## src/rtl/fc_ibuf_pkg.sv

```systemverilog
// Shared constants, helpers and types for the fully-connected input buffer.
package fc_ibuf_pkg;

  // Lifecycle of one storage bank.
  typedef enum logic [1:0] {
    EMPTY   = 2'd0,
    FILLING = 2'd1,
    FULL    = 2'd2
  } bank_state_t;

  // Beats needed to fill one bank.
  function automatic int fifo_length(input int xbar_size, input int data_size);
    return xbar_size / data_size;
  endfunction

  // Number of input channels (previous-layer horizontal tiles).
  function automatic int ch(input int input_neurons, input int fl);
    return (input_neurons + fl - 1) / fl;
  endfunction

  // Vertical tiles of this layer, never fewer than one.
  function automatic int v_tiles(input int input_neurons, input int xbar_size);
    int t;
    t = (input_neurons + xbar_size - 1) / xbar_size;
    return (t < 1) ? 1 : t;
  endfunction

  // Slices per element.
  function automatic int num_slices(input int data_size, input int slice_bits);
    return data_size / slice_bits;
  endfunction

  // Output words per slice.
  function automatic int num_addr(input int fl, input int chans, input int slice_bits,
                                  input int out_w);
    return (fl * chans * slice_bits + out_w - 1) / out_w;
  endfunction

  // Counter width that is at least one bit.
  function automatic int clog2_min1(input int n);
    return (n > 1) ? $clog2(n) : 1;
  endfunction

  // Elaboration-time legality of the slice width.
  function automatic bit slice_bits_ok(input int data_size, input int slice_bits);
    return (slice_bits > 0) && ((data_size % slice_bits) == 0);
  endfunction

endpackage

```

## src/rtl/fc_ibuf_bank.sv

```systemverilog
// One storage bank: beat-indexed parallel write of all channels, and a
// combinational read of one OUT_W word selected by slice and address.
module fc_ibuf_bank
  import fc_ibuf_pkg::*;
#(
  parameter int DATA_SIZE   = 8,
  parameter int FIFO_LENGTH = 16,
  parameter int CH          = 8,
  parameter int SLICE_BITS  = 1,
  parameter int OUT_W       = 16,
  parameter int NUM_ADDR    = 8,
  parameter int BEAT_W      = 4,
  parameter int ADDR_W      = 4,
  parameter int SLICE_W     = 4
)(
  input  logic                 clk,
  input  logic                 i_wr_en,
  input  logic [BEAT_W-1:0]    i_beat,
  input  logic [DATA_SIZE-1:0] i_data [CH-1:0],
  input  logic [SLICE_W-1:0]   i_slice,
  input  logic [ADDR_W-1:0]    i_addr,
  output logic [OUT_W-1:0]     o_word
);

  localparam int NUM_ELEM = FIFO_LENGTH * CH;
  localparam int FLAT_W   = NUM_ADDR * OUT_W;

  logic [DATA_SIZE-1:0] r_mem [NUM_ELEM];
  logic [FLAT_W-1:0]    w_flat;

  // Store channel j's element of beat b at index j*FIFO_LENGTH + b; contents are not reset.
  always_ff @(posedge clk) begin
    if (i_wr_en) begin
      for (int j = 0; j < CH; j++) begin
        for (int b = 0; b < FIFO_LENGTH; b++) begin
          if (i_beat == BEAT_W'(b)) begin
            r_mem[j*FIFO_LENGTH + b] <= i_data[j];
          end
        end
      end
    end
  end

  // Gather the selected slice of every element into one flat word; padding bits stay 0.
  always_comb begin
    w_flat = '0;
    for (int e = 0; e < NUM_ELEM; e++) begin
      w_flat[e*SLICE_BITS +: SLICE_BITS] =
        SLICE_BITS'(r_mem[e] >> (32'(i_slice) * SLICE_BITS));
    end
  end

  assign o_word = OUT_W'(w_flat >> (32'(i_addr) * OUT_W));

endmodule

```

## src/rtl/fc_ibuf_stream.sv

```systemverilog
// Double-buffered, bit-sliced input buffer: one bank fills from the previous
// layer while the other streams slice/address words to the crossbar drivers.
module fc_ibuf_stream
  import fc_ibuf_pkg::*;
#(
  parameter  int DATA_SIZE     = 8,
  parameter  int INPUT_NEURONS = 128,
  parameter  int XBAR_SIZE     = 128,
  parameter  int BUS_WIDTH     = 16,
  parameter  int SLICE_BITS    = 1,
  localparam int FIFO_LENGTH   = fifo_length(XBAR_SIZE, DATA_SIZE),
  localparam int CH            = ch(INPUT_NEURONS, FIFO_LENGTH),
  localparam int V_TILES       = v_tiles(INPUT_NEURONS, XBAR_SIZE),
  localparam int OUT_W         = BUS_WIDTH * V_TILES,
  localparam int NUM_SLICES    = num_slices(DATA_SIZE, SLICE_BITS),
  localparam int NUM_ADDR      = num_addr(FIFO_LENGTH, CH, SLICE_BITS, OUT_W),
  localparam int ADDR_W        = $clog2(NUM_ADDR) + 1,
  localparam int SLICE_W       = $clog2(NUM_SLICES) + 1
)(
  input  logic                 clk,
  input  logic                 i_rst_n,
  input  logic                 i_clear,
  input  logic                 i_valid,
  output logic                 o_ready,
  input  logic [DATA_SIZE-1:0] i_data [CH-1:0],
  output logic                 o_valid,
  input  logic                 i_ready,
  output logic [OUT_W-1:0]     o_data,
  output logic [ADDR_W-1:0]    o_addr,
  output logic [SLICE_W-1:0]   o_slice,
  output logic                 o_last
);

  localparam int BEAT_W = clog2_min1(FIFO_LENGTH);

  if (!slice_bits_ok(DATA_SIZE, SLICE_BITS)) begin : g_bad_slice_bits
    $error("fc_ibuf_stream: SLICE_BITS must divide DATA_SIZE");
  end

  bank_state_t         r_state [2];
  bank_state_t         w_state_nxt [2];
  logic                r_wr_bank, w_wr_bank_nxt;
  logic                r_rd_bank, w_rd_bank_nxt;
  logic [BEAT_W-1:0]   r_beat, w_beat_nxt;
  logic [ADDR_W-1:0]   r_addr, w_addr_nxt;
  logic [SLICE_W-1:0]  r_slice, w_slice_nxt;

  logic                w_wr_fire, w_rd_fire;
  logic                w_beat_last, w_addr_last, w_slice_last;
  logic [OUT_W-1:0]    w_word [2];

  assign o_ready      = (r_state[r_wr_bank] != FULL);
  assign o_valid      = (r_state[r_rd_bank] == FULL);
  assign w_beat_last  = (r_beat == BEAT_W'(FIFO_LENGTH - 1));
  assign w_addr_last  = (r_addr == ADDR_W'(NUM_ADDR - 1));
  assign w_slice_last = (r_slice == SLICE_W'(NUM_SLICES - 1));
  assign o_last       = o_valid && w_addr_last && w_slice_last;
  assign o_addr       = r_addr;
  assign o_slice      = r_slice;

  // A flush cycle drops any beat or word offered alongside it.
  assign w_wr_fire = i_valid && o_ready && !i_clear;
  assign w_rd_fire = o_valid && i_ready && !i_clear;

  for (genvar g = 0; g < 2; g++) begin : g_bank
    fc_ibuf_bank #(
      .DATA_SIZE   (DATA_SIZE),
      .FIFO_LENGTH (FIFO_LENGTH),
      .CH          (CH),
      .SLICE_BITS  (SLICE_BITS),
      .OUT_W       (OUT_W),
      .NUM_ADDR    (NUM_ADDR),
      .BEAT_W      (BEAT_W),
      .ADDR_W      (ADDR_W),
      .SLICE_W     (SLICE_W)
    ) u_bank (
      .clk     (clk),
      .i_wr_en (w_wr_fire && (r_wr_bank == 1'(g))),
      .i_beat  (r_beat),
      .i_data  (i_data),
      .i_slice (r_slice),
      .i_addr  (r_addr),
      .o_word  (w_word[g])
    );
  end

  // Next-state for bank flags, bank pointers and counters; fill and stream update independently.
  always_comb begin
    w_state_nxt   = r_state;
    w_wr_bank_nxt = r_wr_bank;
    w_rd_bank_nxt = r_rd_bank;
    w_beat_nxt    = r_beat;
    w_addr_nxt    = r_addr;
    w_slice_nxt   = r_slice;

    if (w_wr_fire) begin
      if (w_beat_last) begin
        w_state_nxt[r_wr_bank] = FULL;
        w_wr_bank_nxt          = ~r_wr_bank;
        w_beat_nxt             = '0;
      end else begin
        w_state_nxt[r_wr_bank] = FILLING;
        w_beat_nxt             = r_beat + BEAT_W'(1);
      end
    end else begin
      w_beat_nxt = r_beat;
    end

    if (w_rd_fire) begin
      if (o_last) begin
        w_state_nxt[r_rd_bank] = EMPTY;
        w_rd_bank_nxt          = ~r_rd_bank;
        w_addr_nxt             = '0;
        w_slice_nxt            = '0;
      end else if (w_addr_last) begin
        w_addr_nxt  = '0;
        w_slice_nxt = r_slice + SLICE_W'(1);
      end else begin
        w_addr_nxt = r_addr + ADDR_W'(1);
      end
    end else begin
      w_addr_nxt = r_addr;
    end
  end

  // State register: async reset, synchronous flush, otherwise take next-state.
  always_ff @(posedge clk or negedge i_rst_n) begin
    if (!i_rst_n) begin
      r_state[0] <= EMPTY;
      r_state[1] <= EMPTY;
      r_wr_bank  <= 1'b0;
      r_rd_bank  <= 1'b0;
      r_beat     <= '0;
      r_addr     <= '0;
      r_slice    <= '0;
    end else if (i_clear) begin
      r_state[0] <= EMPTY;
      r_state[1] <= EMPTY;
      r_wr_bank  <= 1'b0;
      r_rd_bank  <= 1'b0;
      r_beat     <= '0;
      r_addr     <= '0;
      r_slice    <= '0;
    end else begin
      r_state    <= w_state_nxt;
      r_wr_bank  <= w_wr_bank_nxt;
      r_rd_bank  <= w_rd_bank_nxt;
      r_beat     <= w_beat_nxt;
      r_addr     <= w_addr_nxt;
      r_slice    <= w_slice_nxt;
    end
  end

  // Output word from the streaming bank, forced to zero while nothing is valid.
  always_comb begin
    if (o_valid) begin
      o_data = r_rd_bank ? w_word[1] : w_word[0];
    end else begin
      o_data = '0;
    end
  end

endmodule

```

## config.mk

```make
export PLATFORM = sky130hd
export DESIGN_NAME = fc_ibuf_stream
export DESIGN_NICKNAME = d
export VERILOG_FILES = /design/src/rtl/fc_ibuf_pkg.sv /design/src/rtl/fc_ibuf_bank.sv /design/src/rtl/fc_ibuf_stream.sv
export SDC_FILE = /design/constraint.sdc
export NUM_CORES = 2
export LEC_CHECK = 0
export ABC_AREA = 1
export CAP_MARGIN = 20
export CORE_MARGIN = 2
export CORE_UTILIZATION = 50
export CTS_BUF_LIST = sky130_fd_sc_hd__clkbuf_4 sky130_fd_sc_hd__clkbuf_8
export CTS_CLUSTER_DIAMETER = 150
export CTS_CLUSTER_SIZE = 28
export DETAILED_ROUTE_END_ITERATION = 10
export HOLD_SLACK_MARGIN = 0.15
export PLACE_DENSITY = 0.74
export REMOVE_ABC_BUFFERS = 1
export SLEW_MARGIN = 20
export SYNTH_ARGS = -nofsm -noshare
export SYNTH_HDL_FRONTEND = slang
export SYNTH_SLANG_ARGS = --single-unit
```

## constraint.sdc

```tcl
create_clock -name clk -period 5.9 [get_ports clk]
set_input_delay 0.59 -clock clk [delete_from_list [all_inputs] [get_ports clk]]
set_output_delay 0.59 -clock clk [all_outputs]
set_load 0.02 [all_outputs]
```

# Word level (Yosys, flattened, before mapping)
# Memory sizes are Yosys's and may differ from the RTL's.
# Index checks and enable logic that the tools add are counted.
[totals] mem_count=2 input_bits=69 ramBits=2048 word_cells=1399 reg_bits=18
[memory_table] name="g_bank[0].u_bank.r_mem" words=128 width=8 read_ports=128 rd_clocked_by_memory_dff=0 write_ports=8 line_no="fc_ibuf_bank.sv:28" text="logic [DATA_SIZE-1:0] r_mem [NUM_ELEM];"
[memory_table] name="g_bank[1].u_bank.r_mem" words=128 width=8 read_ports=128 rd_clocked_by_memory_dff=0 write_ports=8 line_no="fc_ibuf_bank.sv:28"
[op_classes] n_bitwise=12 n_reduce_logical=260 addsub=3 order_cmp=4 eq_ne=19 n_shift=258 muxes=834
[op_table] operator="8-bit by 4-bit right shift with 1-bit output" count=256
[op_table] operator="8-bit 2-to-1 mux" count=240
[op_table] operator="8-bit OR reduction" count=240
[op_table] operator="7-bit 2-to-1 mux" count=240
[op_table] operator="1-bit 2-to-1 mux" count=326
[op_table] operator="128-bit by 8-bit right shift with 16-bit output" count=2
[op_table] operator="4-bit 2-to-1 mux" count=16
[op_table] operator="4-bit equality test, second input constant" count=8
[op_table] operator="16-bit 2-to-1 mux" count=2
[op_table] operator="4-bit by 3-bit equality test with 1-bit output, second input constant" count=6
[op_table] operator="2-bit 2-to-1 mux" count=8
[op_table] operator="4-bit by 1-bit adder with 4-bit output, second input constant" count=3
[op_table] operator="1-bit logical AND" count=10
[op_table] operator="4-bit by 2-bit equality test with 1-bit output, second input constant" count=2
[op_table] operator="2-bit nonzero test" count=4
[op_table] operator="2-bit AND reduction" count=3
[op_table] operator="2-bit bitwise AND" count=2
[op_table] operator="4-bit bitwise AND" count=1
[op_table] operator="2-bit demux with 1-bit select" count=2
[op_table] operator="4-bit by 1-bit equality test with 1-bit output, second input constant" count=1
[op_table] operator="2-bit greater-or-equal comparator, second input constant" count=2
[op_table] operator="4-bit zero test" count=1
[op_table] operator="2-bit by 1-bit less-than comparator with 1-bit output, second input constant" count=2
[op_table] operator="1-bit NOT with 2-bit output" count=2
[op_table] operator="other kinds (8)" count=11

# Logic depth before layout (Yosys ltp)
[logic_depth] depth_word=26 depth_mapped=15 mapped_depth_nobuf=12

# Modules after synthesis
# From an unflattened synthesis, not the netlist that was laid out.
[hier_totals] hier_cells=7292 hier_area_um2=84897.7
[by_module_without_submodules] module="fc_ibuf_bank" cells_per_inst=3551 instances=2 seq_area_each_um2=30749.5 area_each_um2=41781.3
[by_module_without_submodules] module="fc_ibuf_stream" cells_per_inst=190 instances=1 seq_area_each_um2=450.4 area_each_um2=1335.0

# Worst setup path after synthesis
# OpenSTA, ideal clock, no wires.
[synth_path] kind="reg-to-reg" startpoint="register r_state[1] in the netlist's numbering" endpoint="memory g_bank[0].u_bank.r_mem[12][4] (netlist: g_bank[0].u_bank.r_mem[0][100]) (enable)" stages_incl_launch_ff=8 t_arrival_ns=5.599 period_less_slack_ns=6.164 setup_time_ns=0.564 slack_ns=-0.264 cell_sequence="dfrtp_1 -> inv_1 -> nor2_1 -> o21ai_2 -> nand2_1 -> nor2_2 -> nand2_1 -> nor3_1"
[synth_lines] item="from (decl)" line_no="fc_ibuf_stream.sv:40" text="bank_state_t r_state [2];"
[synth_lines] item="from (signal assigned)" line_no="fc_ibuf_stream.sv:145" text="r_state <= w_state_nxt;"
[synth_lines] item="to (decl)" line_no="fc_ibuf_bank.sv:28"

# Final worst setup path
[layout_path] startpoint="register r_rd_bank" endpoint="output o_data[7]"
[layout_via] elab_chain_len=6 word_cells_on_any_way=7 cone_classes="eq/ne (1); mux (5); bitwise (1)"
[layout_rtl] item="from (decl)" line_no="fc_ibuf_stream.sv:43" text="logic r_rd_bank, w_rd_bank_nxt;"
[layout_rtl] item="from (signal assigned)" line_no="fc_ibuf_stream.sv:147" text="r_rd_bank <= w_rd_bank_nxt;"
[layout_rtl] item="1-bit NOT with 2-bit output (not written as such)" line_no="fc_ibuf_stream.sv:53" text="assign o_valid = (r_state[r_rd_bank] == FULL);"
[layout_rtl] item="2-bit 2-to-1 mux (not written as such) (3 in series)" line_no="fc_ibuf_stream.sv:53"
[layout_rtl] item="2-bit equality test" line_no="fc_ibuf_stream.sv:53"
[layout_rtl] item="16-bit 2-to-1 mux *" line_no="fc_ibuf_stream.sv:156" text="if (o_valid) begin"
[layout_rtl] item="to (decl)" line_no="fc_ibuf_stream.sv:28" text="output logic [OUT_W-1:0] o_data,"
# Every way passes the cells marked *; elsewhere a longest branch is shown, timed or not. The select of a mux whose other input is x is not followed.

==> impl_metrics.py <==
metrics = {
    "outcome": {
        "outcome": "finished clean",
    },
    "worst_setup_path": {
        "worst_r2r_path_depth": 8,
        "path_class": "reg -> out",
        "endpoint_kind": "output port",
        "start_kind": "register",
        "crit_required_ns": 5.31,
        "worstPathArrival_ns": 5.01,
        "timing.rr.end": "g_bank[0].u_bank.r_mem[0][216]",
        "cp_max_fo": 96,
        "reg2reg_from": "r_state[1]",
        "r2r_slack_ns": 2.18,
    },
    "cts": {
        "cts_buffers": 83,
        "cts_root_buffer": "clkbuf_8",
        "cts.clk_slew.worst_paths_ns": 0.17,
        "ctsLongestPathBuffers": 3,
        "htreeDepth": 3,
        "cts_num_sinks": 2066,
        "clk_latency_ns": 0.89,
        "cts-hold-fix-buffers": 0,
        "cts_tree": "done",
    },
    "sta": {
        "fin_ws_ns": 0.2953,
        "rsz0062_at_grt": "false",
        "tightest_slew_ns": 1.090,
        "period_needed_ns": 5.605,
        "slew_headroom": 0.2717,
        "skew_ns": 0.04319,
        "timing.final.crit_share": 0.9500,
        "slew_violations": 0,
        "setup_viol_count_final": 0,
        "timing.fmax_mhz": 178.4,
        "finalHoldViolCount": 0,
    },
    "yosys": {
        "syn-instance-count": 6969,
        "synth_cell_types": 29,
        "post-synth-top-count-cell": "nand2_1",
        "synthMuxAreaShare": 0,
        "synthSimpleGateAreaFrac": 0.2225,
        "yosys_most_used_dff": "edfxtp_1",
        "synth_compound_area_frac": 0.003209,
        "synth_top_area_cell": "edfxtp_1",
        "synth-xor-area-share": 0.0001050,
        "syn_area_per_cell_um2": 11.97,
        "ys_seq_elements": 2066,
        "synthTopCellsByArea": "edfxtp_1, nand3_1, nand2_1",
        "yosys-top-cells-count": "nand2_1, edfxtp_1, nand3_1",
        "synth_edf_count": 2048,
        "synth_top_family_by_area": "simple AND/OR/NAND/NOR gates",
        "synth_adder_area_share": 0.0008996,
        "async_reset_ff_frac": 0.008712,
        "yosysSeqAreaShare": 0.7423,
        "synth_top_area_frac": 0.7369,
        "yosys_warnings": 0,
        "netlist_area_um2": 83450,
    },
    "global_route": {
        "grt_max_degree": 181,
        "antenna_found_initial": 10,
        "gr-total-overflow": 0,
        "grt_pass1_wl_um": 323700,
        "grt_pass1_vias": 51738,
        "grt_usage": 0.2521,
    },
    "run": {
        "drv_cap": 0,
    },
    "floorplan": {
        "boundaryPins": 96,
        "fp.coreArea_um2": 165400,
        "start_util": 0.5047,
        "die_y_um": 412.5,
        "core.rowCount": 149,
        "dieArea_um2": 170200,
        "die_w_um": 412.5,
    },
    "detailed_routing": {
        "drt_iter0_drc": 7239,
        "dr.pass1.iters": 6,
        "via_count": 54261,
        "via_per_inst": 5.963,
        "drc": 0,
        "drtAntennaViolNets": 0,
        "wl_per_cell_um": 23.91,
        "routed_wl_um": 217600,
    },
    "pwr": {
        "power_frac_comb": 0.227,
        "switching_power_mw": 8.883,
        "intPower_mw": 19.30,
        "clockPowerShare": 0.195,
        "vdd_drop_max_mv": 0.2809,
        "seqPwrFrac": 0.578,
        "cellPowerDensity_nw_per_um2": 319.3,
        "p_sw_frac": 0.3152,
        "leakage_nw": 30.62,
    },
    "cells_and_area": {
        "final_area_um2": 88270,
        "stdcell_count": 9100,
        "syn2layout_area_growth_pct": 5.774,
        "drive_above_1_share": 0.05042,
        "num-fill-cells": 13323,
        "layout.nets": 6955,
    },
    "place": {
        "place_area_um2": 86840,
        "pre_cts_slack_ns": 1.037,
        "dp.cells": 8982,
        "gp_congestion": 0.8886,
        "portBuffers": 95,
        "hpwl_um": 117900,
    },
    "worst_hold_path": {
        "holdPathStages": 1,
        "hold_path_class": "in -> reg",
        "hp-start": "i_data[22]",
        "holdPathEnd": "g_bank[0].u_bank.r_mem[0][382]",
    },
}
state kept, by name, indices dropped and copies added, names as in the netlist:
| name | cells |
|---|---|
| g_bank.u_bank.r_mem | 2048 |
| o_slice | 4 |
| r_wr_bank | 1 |
| r_state | 4 |
| r_rd_bank | 1 |
| o_addr | 4 |
| r_beat | 4 |
cell type report:
type,count,area [um2],area share
Antenna cell,9,22.52,0.0002551
Clock inverter,8,76.32,0.0008647
Timing Repair Buffer,274,2763,0.03130
Tap cell,2189,2739,0.03103
Multi-Input combinational cell,4389,19140,0.2169
Sequential cell,2066,61970,0.7020
Inverter,66,294.0,0.003331
Clock buffer,99,1262,0.01430
cells in the final DEF, fill, tap and decap left out, types with 6 or more instances in the layout:
cell type / synthesis / routed
edfxtp_1: 2048 / 2048
buf_2: 132 / 13
buf_16: 0 / 6
nor2_1: 89 / 63
nand2_1: 2410 / 2410
nor3_2: 1 / 7
a21oi_1: 23 / 23
clkdlybuf4s50_1: 0 / 82
clkbuf_4: 0 / 16
nor2_4: 0 / 26
nand3_1: 1814 / 1814
buf_12: 0 / 29
ha_1: 6 / 6
diode_2: 0 / 9
dfrtp_1: 18 / 13
buf_4: 104 / 138
clkbuf_8: 0 / 83
inv_1: 59 / 58
o21ai_0: 19 / 19
kinds of logic after synthesis:
| group | after synthesis |
|---|---|
| and+or+nand+nor | 4332 |
| DFF | 2066 |
| buffers and inverters | 514 |
| AOI/OAI and AO/OA | 50 |
| adders and majority gates | 6 |
| xor gates and xnor gates | 1 |
power by group through the flow:
stage / clock (mW) / sequential [mW] / combinational [mW]
finish: 5.50 / 16.3 / 6.40
global route: 5.97 / 16.3 / 6.92
CTS: 5.52 / 16.3 / 6.28
detailed placement: 0 / 16.6 / 6.26
global placement: 0 / 16.6 / 6.14
floorplan: 0 / 17.0 / 4.38
critical path, stage by stage (launching register included):
cell	delay (ns)
dfrtp_4	0.77
buf_6	0.64
nand2_1	0.10
nand3_1	0.12
nand3_1	0.11
nand2_1	0.21
nand2_1	0.07
nand3_1	0.31
nand3_1	0.12
nand2_1	0.41
nor2_1	0.08
nor2_1	0.41
clkdlybuf4s50_1	0.70
timing repair:
action / 4_1_cts / 5_1_grt
endpoints found under the setup margin: 0 / 3
buffers inserted: 0 / 0
gates resized for setup: 0 / 7
metal layers:
| metal | up-vias | GRT usage | part of all wire |
|---|---|---|---|
| li1 | 24233 | - | - |
| met3 | 382 | 0.04760 | 0.11 |
| met1 | 26543 | 0.3437 | 0.38 |
| met2 | 3099 | 0.4060 | 0.47 |
| met4 | 4 | 0.09118 | 0.038 |
| met5 | - | 0 | 0.00012 |
worst max path at each step:
stage,from,end,slack [ns],cells past startpoint
global route,r_rd_bank,o_data[7],0.009,12
floorplan,r_rd_bank,o_data[11],-51.46,10
global placement,r_rd_bank,o_data[9],1.05,13
detailed placement,r_rd_bank,o_data[9],1.04,13
finish,r_rd_bank,o_data[7],0.30,12
CTS,r_rd_bank,o_data[7],0.02,13
stage by stage:
stage,setup TNS (ns),utilization,hold WS (ns),power (mW)
floorplan,-1693.69,-,0.2944,21.42
global placement,0,0.5246,0.5019,22.75
detailed placement,0,0.5251,0.5433,22.87
CTS,0,0.5332,0.1988,28.07
global route,0,0.5338,0.2083,29.18
finish,0,0.5338,0.2087,28.19
Power figures use the tool's default switching activity.
